`src/rtl/simplebmat_pkg.sv`:
```
// Shared constants, mode/state encodings and the operand transpose helper
// for the 8x8 bit-matrix multiply unit.
package simplebmat_pkg;

    localparam int MAT_DIM  = 8;
    localparam int MAT_BITS = MAT_DIM * MAT_DIM;
    localparam int ROW_W    = $clog2(MAT_DIM);

    typedef enum logic {
        BMAT_OR  = 1'b0,
        BMAT_XOR = 1'b1
    } bmat_mode_e;

    typedef enum logic {
        ST_IDLE,
        ST_RUN
    } state_e;

    // Column c of the input becomes byte c of the result, so each result
    // column can be read as a contiguous byte.
    function automatic logic [MAT_BITS-1:0] transpose(input logic [MAT_BITS-1:0] m);
        logic [MAT_BITS-1:0] t;
        t = '0;
        for (int r = 0; r < MAT_DIM; r++) begin
            for (int c = 0; c < MAT_DIM; c++) begin
                t[c*MAT_DIM + r] = m[r*MAT_DIM + c];
            end
        end
        return t;
    endfunction

endpackage

```
`src/rtl/bmat_row.sv`:
```
// One result row: each output bit is the rs1 row ANDed with one column of rs2
// (a byte of the transposed rs2), then XOR- or OR-reduced.
module bmat_row
    import simplebmat_pkg::*;
(
    input  logic [MAT_DIM-1:0]  row,
    input  logic [MAT_BITS-1:0] rs2_t,
    input  logic                xoren,
    output logic [MAT_DIM-1:0]  result
);

    for (genvar c = 0; c < MAT_DIM; c++) begin : g_col
        logic [MAT_DIM-1:0] prod;
        assign prod      = row & rs2_t[c*MAT_DIM +: MAT_DIM];
        assign result[c] = xoren ? ^prod : |prod;
    end

endmodule

```
`src/rtl/simplebmat_core.sv`:
```
// Multi-cycle 8x8 bit-matrix multiply (bmatxor/bmator) with a start/busy/done
// handshake; ROWS_PER_CYCLE result rows are produced on every RUN edge.
module simplebmat_core
    import simplebmat_pkg::*;
#(
    parameter int ROWS_PER_CYCLE = 1
) (
    input  logic                clock,
    input  logic                resetn,
    input  logic                start,
    input  logic                xoren,
    input  logic [MAT_BITS-1:0] rs1,
    input  logic [MAT_BITS-1:0] rs2,
    output logic [MAT_BITS-1:0] rd,
    output logic                busy,
    output logic                done
);

    localparam logic [ROW_W-1:0] ROW_STEP  = ROW_W'(ROWS_PER_CYCLE);
    localparam logic [ROW_W-1:0] LAST_BASE = ROW_W'(MAT_DIM - ROWS_PER_CYCLE);

    state_e              state, state_next;
    logic [ROW_W-1:0]    base_q;
    logic [MAT_BITS-1:0] rs1_q;
    logic [MAT_BITS-1:0] rs2_t_q;
    bmat_mode_e          mode_q;
    logic [MAT_BITS-1:0] rd_q;
    logic                done_q;
    logic                accept;
    logic                last_group;

    logic [ROW_W-1:0]    row_idx [ROWS_PER_CYCLE];
    logic [MAT_DIM-1:0]  row_out [ROWS_PER_CYCLE];

    for (genvar g = 0; g < ROWS_PER_CYCLE; g++) begin : g_row
        assign row_idx[g] = base_q + ROW_W'(g);

        bmat_row u_row (
            .row    (rs1_q[{row_idx[g], 3'b000} +: MAT_DIM]),
            .rs2_t  (rs2_t_q),
            .xoren  (mode_q == BMAT_XOR),
            .result (row_out[g])
        );
    end

    // NOTE: every output of this block gets a default first, so no path leaves
    // a signal unassigned and no latch is inferred.
    always_comb begin
        state_next = state;
        accept     = 1'b0;
        last_group = 1'b0;
        busy       = (state == ST_RUN);
        case (state)
            ST_IDLE: begin
                if (start) begin
                    accept     = 1'b1;
                    state_next = ST_RUN;
                end
            end
            ST_RUN: begin
                if (base_q == LAST_BASE) begin
                    last_group = 1'b1;
                    state_next = ST_IDLE;
                end
            end
            default: state_next = ST_IDLE;
        endcase
    end

    // NOTE: sequential state uses non-blocking assignments so every register
    // sees pre-edge values regardless of block ordering.
    always_ff @(posedge clock) begin
        if (!resetn) begin
            state <= ST_IDLE;
        end else begin
            state <= state_next;
        end
    end

    // Finishing the last group raises done for one cycle; an accept (only
    // possible from IDLE) therefore always clears it.
    always_ff @(posedge clock) begin
        if (!resetn) begin
            base_q <= '0;
            rd_q   <= '0;
            done_q <= 1'b0;
        end else begin
            done_q <= last_group;
            if (accept) begin
                base_q <= '0;
            end else if (state == ST_RUN) begin
                base_q <= base_q + ROW_STEP;
                for (int g = 0; g < ROWS_PER_CYCLE; g++) begin
                    rd_q[{row_idx[g], 3'b000} +: MAT_DIM] <= row_out[g];
                end
            end
        end
    end

    // NOTE: operand registers carry no reset; they are always loaded on accept
    // before anything reads them.
    always_ff @(posedge clock) begin
        if (accept) begin
            rs1_q   <= rs1;
            rs2_t_q <= transpose(rs2);
            mode_q  <= bmat_mode_e'(xoren);
        end
    end

    assign rd   = rd_q;
    assign done = done_q;

endmodule

```
`config.mk`:
```
export PLATFORM = sky130hd
export DESIGN_NAME = simplebmat_core
export DESIGN_NICKNAME = d
export VERILOG_FILES = /design/src/rtl/simplebmat_pkg.sv /design/src/rtl/bmat_row.sv /design/src/rtl/simplebmat_core.sv
export SDC_FILE = /design/constraint.sdc
export NUM_CORES = 1
export LEC_CHECK = 0
export CAP_MARGIN = 20
export CORE_MARGIN = 2
export CORE_UTILIZATION = 40
export CTS_CLUSTER_SIZE = 12
export DETAILED_ROUTE_END_ITERATION = 10
export GPL_TIMING_DRIVEN = 0
export HOLD_SLACK_MARGIN = 0.02
export PLACE_DENSITY = 0.65
export SLEW_MARGIN = 20
export SYNTH_ARGS = -nofsm -noshare
export SYNTH_HDL_FRONTEND = slang
export SYNTH_SLANG_ARGS = --single-unit
```
`constraint.sdc`:
```
create_clock -name clock -period 15.1 [get_ports clock]
set_input_delay 1.51 -clock clock [delete_from_list [all_inputs] [get_ports clock]]
set_output_delay 1.51 -clock clock [all_outputs]
set_load 0.01 [all_outputs]
```
==> results of run 1 <==
[sequential cells by signal (all words and copies together), names as in the netlist]
name and count:
busy 1, base_q 3, rs1_q 64, done 1, mode_q 1, rs2_t_q 64, rd 64
[area by class of cell]
class / instances / area [µm²]
Multi-Input combinational cell: 298 / 2391
Buffer: 11 / 57.56
Inverter: 3 / 11.26
Clock inverter: 15 / 158.9
Fill cell: 1506 / 8104
Clock buffer: 17 / 425.4
Sequential cell: 198 / 5255
Tap cell: 260 / 325.3
Timing Repair Buffer: 202 / 2102
[per-stage QoR]
step / instances / area, µm² / util [%] / worst slack [ns] / power, µW
floorplan: 510 / 7704 / - / 7.368 / 714.3
global placement: 967 / 10000 / 53.11 / 4.779 / 793.4
detailed placement: 972 / 10140 / 53.84 / 11.30 / 798.1
CTS: 1004 / 10720 / 56.94 / 11.26 / 1244
global route: 1004 / 10730 / 56.96 / 11.18 / 1279
finish: 1004 / 10730 / 56.96 / 11.42 / 1234
[layer usage]
metal / part of all wire (%) / vias up / wire length (µm)
li1: - / 2391 / -
met1: 43 / 2405 / 7840
met2: 48 / 187 / 8671
met3: 6.8 / 23 / 1223
met4: 1.6 / 0 / 291
met5: 0 / - / 0
[critical path, cell delays in order, from the launching register on]
cell and delay, ns:
dfxtp_1 0.41, buf_2 0.30, buf_2 0.34, mux4_2 0.34, nand2_1 0.08, nand2_1 0.28
nand2_1 0.18, ha_1 0.25, xnor2_1 0.14, xnor2_1 0.13, a21oi_1 0.89, a22o_1 0.25
[power groups by stage]
stage / combinational (µW) / clock (µW) / sequential [µW]
floorplan: 89.3 / 0 / 625
global placement: 167 / 0 / 627
detailed placement: 176 / 0 / 622
CTS: 177 / 457 / 610
global route: 190 / 477 / 612
finish: 174 / 450 / 610
[worst paths after layout]
path	from	end	slack (ns)
min reg2reg	rd[49]$_SDFFE_PN0P_	rd[49]$_SDFFE_PN0P_	0.48
max	base_q[1]$_SDFFE_PP0P_	rd[35]$_SDFFE_PN0P_	11.42
min	rd[49]$_SDFFE_PN0P_	rd[49]$_SDFFE_PN0P_	0.48
max reg2reg	base_q[1]$_SDFFE_PP0P_	rd[35]$_SDFFE_PN0P_	11.42
[Yosys cell counts, drive strengths merged]
library cell	number
clkbuf	3
nor2b	5
a21boi	1
clkinv	1
ha	39
edfxtp	129
xnor2	24
buf	8
and3	3
dfxtp	69
nand2	93
inv	2
a21oi	10
a22o	64
nor3	4
mux4	16
nand4	9
nor2	12
o211ai	1
nand3	1
o211a	1
o21a	8
nor3b	2
or2	1
nor4b	1
nor4	2
nand2b	1
[cells by family (layout without fill, tap and decap cells)]
| kind of cell | count (synthesis) | count (layout) | synth area share [%] |
|---|---|---|---|
| xor+xnor | 24 | 24 | 2.729 |
| flops | 198 | 198 | 68.22 |
| simple gates | 134 | 134 | 8.121 |
| compound gates | 85 | 85 | 9.031 |
| mux | 16 | 16 | 4.678 |
| fa+ha+maj | 39 | 39 | 6.334 |
| buf+inv | 14 | 248 | 0.8932 |
==> flow_summary.yaml, run 1 <==
detailed_routing:
  routed_wl_um: 18030
  vias: 5006
  routed_via_density: 4.986
  antenna_left: 0
  drtPass1Iterations: 4
  drc: 0
  dr.first_iter.drc_count: 281
  post_drt_wl_per_cell_um: 17.96
die:
  die_x_um: 142.8
  row_count: 50
  die_area_um2: 20380
  start_util_pct: 40.91
  die_h_um: 142.8
  io_pins: 198
  core_area_um2: 18830
cts:
  root_buffer: "clkbuf_16"
  post_cts_resize_count: 0
  cts_buffers: 17
  post_cts_buffers: 0
  cts_tree: "built"
  cts_sinks: 198
  hold_buffers: 0
  cts_max_path_buffers: 2
  clk_pin_slew_ns: 0.07
  clock_latency_ns: 0.44
  cts_max_level: 4
pwr:
  power.internal_uw: 919.3
  pwr-share-clk_pct: 36.5
  leakage_uw: 0.003867
  ir_drop_mv: 0.08789
  power.density_nw_per_um2: 115.1
  power.switching_uw: 315.0
  p_comb_share_pct: 14.1
  seqPwrFrac_pct: 49.4
  swShare_pct: 25.52
sta:
  rsz0062_at_grt: "false"
  fmax_ghz: 0.2720
  slew_headroom_pct: 24.45
  period_share_pct: 24.35
  hold_viol: 0
  drv_slew: 0
  setup_viol: 0
  layout_min_cycle_time_ns: 3.676
  holdWs_ns: 0.4783
  setup_tns_ns: 0
  worst_slew_pin_slew_ns: 1.133
  skew_ns: 0.007549
critical_path:
  worstSetupEndpointType: "flip-flop"
  crit_arrival_ns: 4.05
  r2r_cells: 11
  worst-path-max-fanout: 10
  worstSetupPathType: "reg2reg"
  crit_required_ns: 15.48
  cp-start-kind: "flip-flop"
yosys:
  synth_area_per_cell_um2: 15.11
  synth.distinct_cells: 31
  ys_warn_count: 0
  netlist_instances: 510
  synth_area_um2: 7704
  yosysTopAreaCell: "edfxtp_1"
  yosys_register_bits: 198
  synth_area_leaders: "edfxtp_1, dfxtp_1, a22o_1, ha_1, mux4_2"
  ys_seq_area_share_pct: 68.22
  synth_top_area_share_pct: 50.28
  syn_nets: 681
grt:
  grtUsageMet2_pct: 29.68
  grt_pass1_vias: 5035
  grt_pass1_wl_um: 27570
  overflow: 0
  grt_use_met3_pct: 5.801
  grt-busiest-layer: "met2"
  antenna_found_initial: 0
  use_met1_pct: 23.39
  grt_max_degree: 29
  grt_util_all_layers_pct: 18.17
placement:
  io_buffers: 197
  place_congestion: 0.8083
  hpwl_um: 13590
finish:
  drive_gt1_share_pct: 9.409
  n_antenna_cell: 0
  layout_commonest_cell: "clkdlybuf4s50_1"
  area_delta_synth_final_pct: 39.24
  finalNetCount: 902
  final_cell_mix: "clkdlybuf4s50_1, edfxtp_1, nand2_1, dfxtp_1, a22o_1"
run_status:
  status: "finished clean"
hold_path:
  holdPathStages: 1
  hold_path_class: "reg2reg"
run:
  drv_cap: 0
No activity file was read; power rests on OpenSTA's default activity.
==> run 2: changes to the inputs <==
==> constraint.sdc (replaced) <==
create_clock -name clock -period 3.5 [get_ports clock]
set_input_delay 0.35 -clock clock [delete_from_list [all_inputs] [get_ports clock]]
set_output_delay 0.35 -clock clock [all_outputs]
set_load 0.01 [all_outputs]
==> flow_summary.yaml, run 2 (synthesis results as in run 1) <==
run_status:
  status: "finished clean"
critical_path:
  path_buf_inv: 2
  worstSetupPathType: "reg2reg"
  rrSetupSlack_ns: 0.20
  r2r-start: "base_q[1]$_SDFFE_PP0P_"
  crit_required_ns: 3.87
  worst-path-max-fanout: 10
  r2r_end: "rd[21]$_SDFFE_PN0P_"
  slowest_delay_ns: 0.49
  cp-start-kind: "flip-flop"
  cp_num_cells: 11
  crit_path_end: "rd[21]$_SDFFE_PN0P_"
  worstSetupEndpointType: "flip-flop"
  cp_top_family: "compound AO/OA/AOI/OAI gates"
  r2r_cells: 11
  cpMostUsedCell: "nand2_1"
  cp_slowest_cell: "a21oi_2"
  critPathLaunch: "base_q[1]$_SDFFE_PP0P_"
  crit_arrival_ns: 3.67
  crit_chain: "buf_2, buf_2, mux4_2, nand2_1, nand2_1, nand2_1, ha_1, xnor2_1, xnor2_1, a21oi_2, a22o_1"
finish:
  multiInputGateArea_um2: 2455
  final_cell_mix: "clkdlybuf4s50_1, edfxtp_1, nand2_1, dfxtp_1, a22o_1"
  seqCellArea_um2: 5255
  n_fill_cell: 1476
  finalNetCount: 901
  area_delta_synth_final_pct: 40.08
  drive_gt1_share_pct: 9.960
  layout_commonest_cell: "clkdlybuf4s50_1"
pwr:
  power.density_nw_per_um2: 510.8
  power_uw: 5513
  leakage_uw: 0.003871
  power.internal_uw: 4173
  pwr-share-clk_pct: 37.8
  ir_drop_mv: 0.3429
  seqPwrFrac_pct: 47.8
  swShare_pct: 24.30
  p_comb_share_pct: 14.4
  power.switching_uw: 1340
sta:
  slew_headroom_pct: 53.26
  setup_tns_ns: 0
  drv_slew: 0
  period_share_pct: 94.24
  hold_viol: 0
  fin_ws_ns: 0.2015
  worst_slew_pin_slew_ns: 0.6996
  fmax_ghz: 0.3032
  layout_min_cycle_time_ns: 3.299
  rsz0062_at_grt: "false"
  setup_viol: 0
  holdWs_ns: 0.4683
  skew_ns: 0.007873
grt:
  grt_max_degree: 31
  grt_util_all_layers_pct: 18.80
  overflow: 0
  grt_pass1_wl_um: 28410
  grt_pass1_vias: 5132
  antenna_found_initial: 2
cts:
  cts_buffers: 17
  clock_latency_ns: 0.43
  cts_max_path_buffers: 2
  cts_max_level: 4
  cts_tree: "built"
  cts_sinks: 198
  root_buffer: "clkbuf_16"
  clk_pin_slew_ns: 0.07
placement:
  hpwl_um: 13610
  io_buffers: 197
  place_congestion: 0.7754
  dpl_worst_slack_ns: -0.2846
detailed_routing:
  dr.first_iter.drc_count: 325
  post_drt_wl_per_cell_um: 18.60
  antenna_left: 0
  drtPass1Iterations: 4
  routed_via_density: 4.984
  routed_wl_um: 18670
  vias: 5004
  drc: 0
die:
  die_x_um: 142.8
  start_util_pct: 40.91
  die_area_um2: 20380
  core_area_um2: 18830
  row_count: 50
  die_h_um: 142.8
  io_pins: 198
hold_path:
  hold_path_class: "in2reg"
  holdPathStages: 1
run:
  drv_cap: 0
-- run 2: cell count changes in the layout (fill, tap and decap cells not counted), sizes merged --
cell / change
diode: +1
buf: -1
inv: -5
clkinvlp: +1
clkbuf: +1
bufinv: +3
-- run 2: worst reg2reg max path, delay by kind of cell, from the launching register on --
kind | cells | cell delay (ns)
simple gates | 3 | 0.58
xor+xnor | 2 | 0.28
compound gates | 2 | 0.72
buf+inv | 2 | 0.65
mux | 1 | 0.35
flops | 1 | 0.43
fa+ha+maj | 1 | 0.25
-- run 2: stage by stage --
step | cells | utilization (%) | area [µm²]
final | 1004 | 57.31 | 10790
after global routing | 1003 | 57.30 | 10790
after CTS | 1003 | 57.10 | 10750
after detailed placement | 971 | 53.61 | 10100
after global placement | 967 | 53.15 | 10010
after floorplan | 510 | - | 7711
-- run 2: worst min path at each step --
stage | startpoint | to | slack [ns]
CTS | rs1[21] | rs1_q[21]$_DFFE_PP_ | 0.45
floorplan | xoren | mode_q$_DFFE_PP_ | 0.45
global placement | rd[9]$_SDFFE_PN0P_ | rd[9]$_SDFFE_PN0P_ | 0.46
finish | rs1[21] | rs1_q[21]$_DFFE_PP_ | 0.47
detailed placement | rd[11]$_SDFFE_PN0P_ | rd[11]$_SDFFE_PN0P_ | 0.47
global route | rs2[62] | rs2_t_q[55]$_DFFE_PP_ | 0.44
-- run 2: area by class of cell --
type | count | area share (%)
multi-input cells | 298 | 22.75
clock buffers | 18 | 3.977
repair buffers | 201 | 19.08
inverters | 3 | 0.1043
flip-flops and latches | 198 | 48.70
diodes | 1 | 0.02319
plain buffers | 11 | 0.5333
well taps | 260 | 3.014
clock inverters | 14 | 1.820
-- run 2: metal layers --
layer | track usage, % | vias to the layer above | wire length, µm
met1 | 23.76 | 2411 | 8076
met2 | 31.07 | 182 | 8976
met3 | 5.801 | 23 | 1274
li1 | - | 2386 | -
met5 | 0 | - | 12
met4 | 5.941 | 2 | 333
-- run 2: repair_timing --
action | 4_1_cts | 5_1_grt
endpoints found under the setup margin | 64 | 40
gates resized for setup | 8 | 5
hold buffers | 0 | 0
setup buffers | 0 | 0
-- run 2: power by group through the flow --
stage	logic, µW	registers [µW]	clock network (µW)
after floorplan	387	2680	0
after global placement	718	2690	0
after detailed placement	748	2680	0
after CTS	776	2630	2120
after global routing	862	2640	2220
final	796	2630	2080
==> run 3: changes to the inputs <==
--- a/config.mk
+++ b/config.mk
@@ -13,6 +13,7 @@
 export GPL_TIMING_DRIVEN = 0
 export HOLD_SLACK_MARGIN = 0.02
 export PLACE_DENSITY = 0.65
+export SKIP_LAST_GASP = 1
 export SLEW_MARGIN = 20
 export SYNTH_ARGS = -nofsm -noshare
 export SYNTH_HDL_FRONTEND = slang
==> results of run 3 <==
The final DEF is identical to that of run 2; final timing and power are the same.
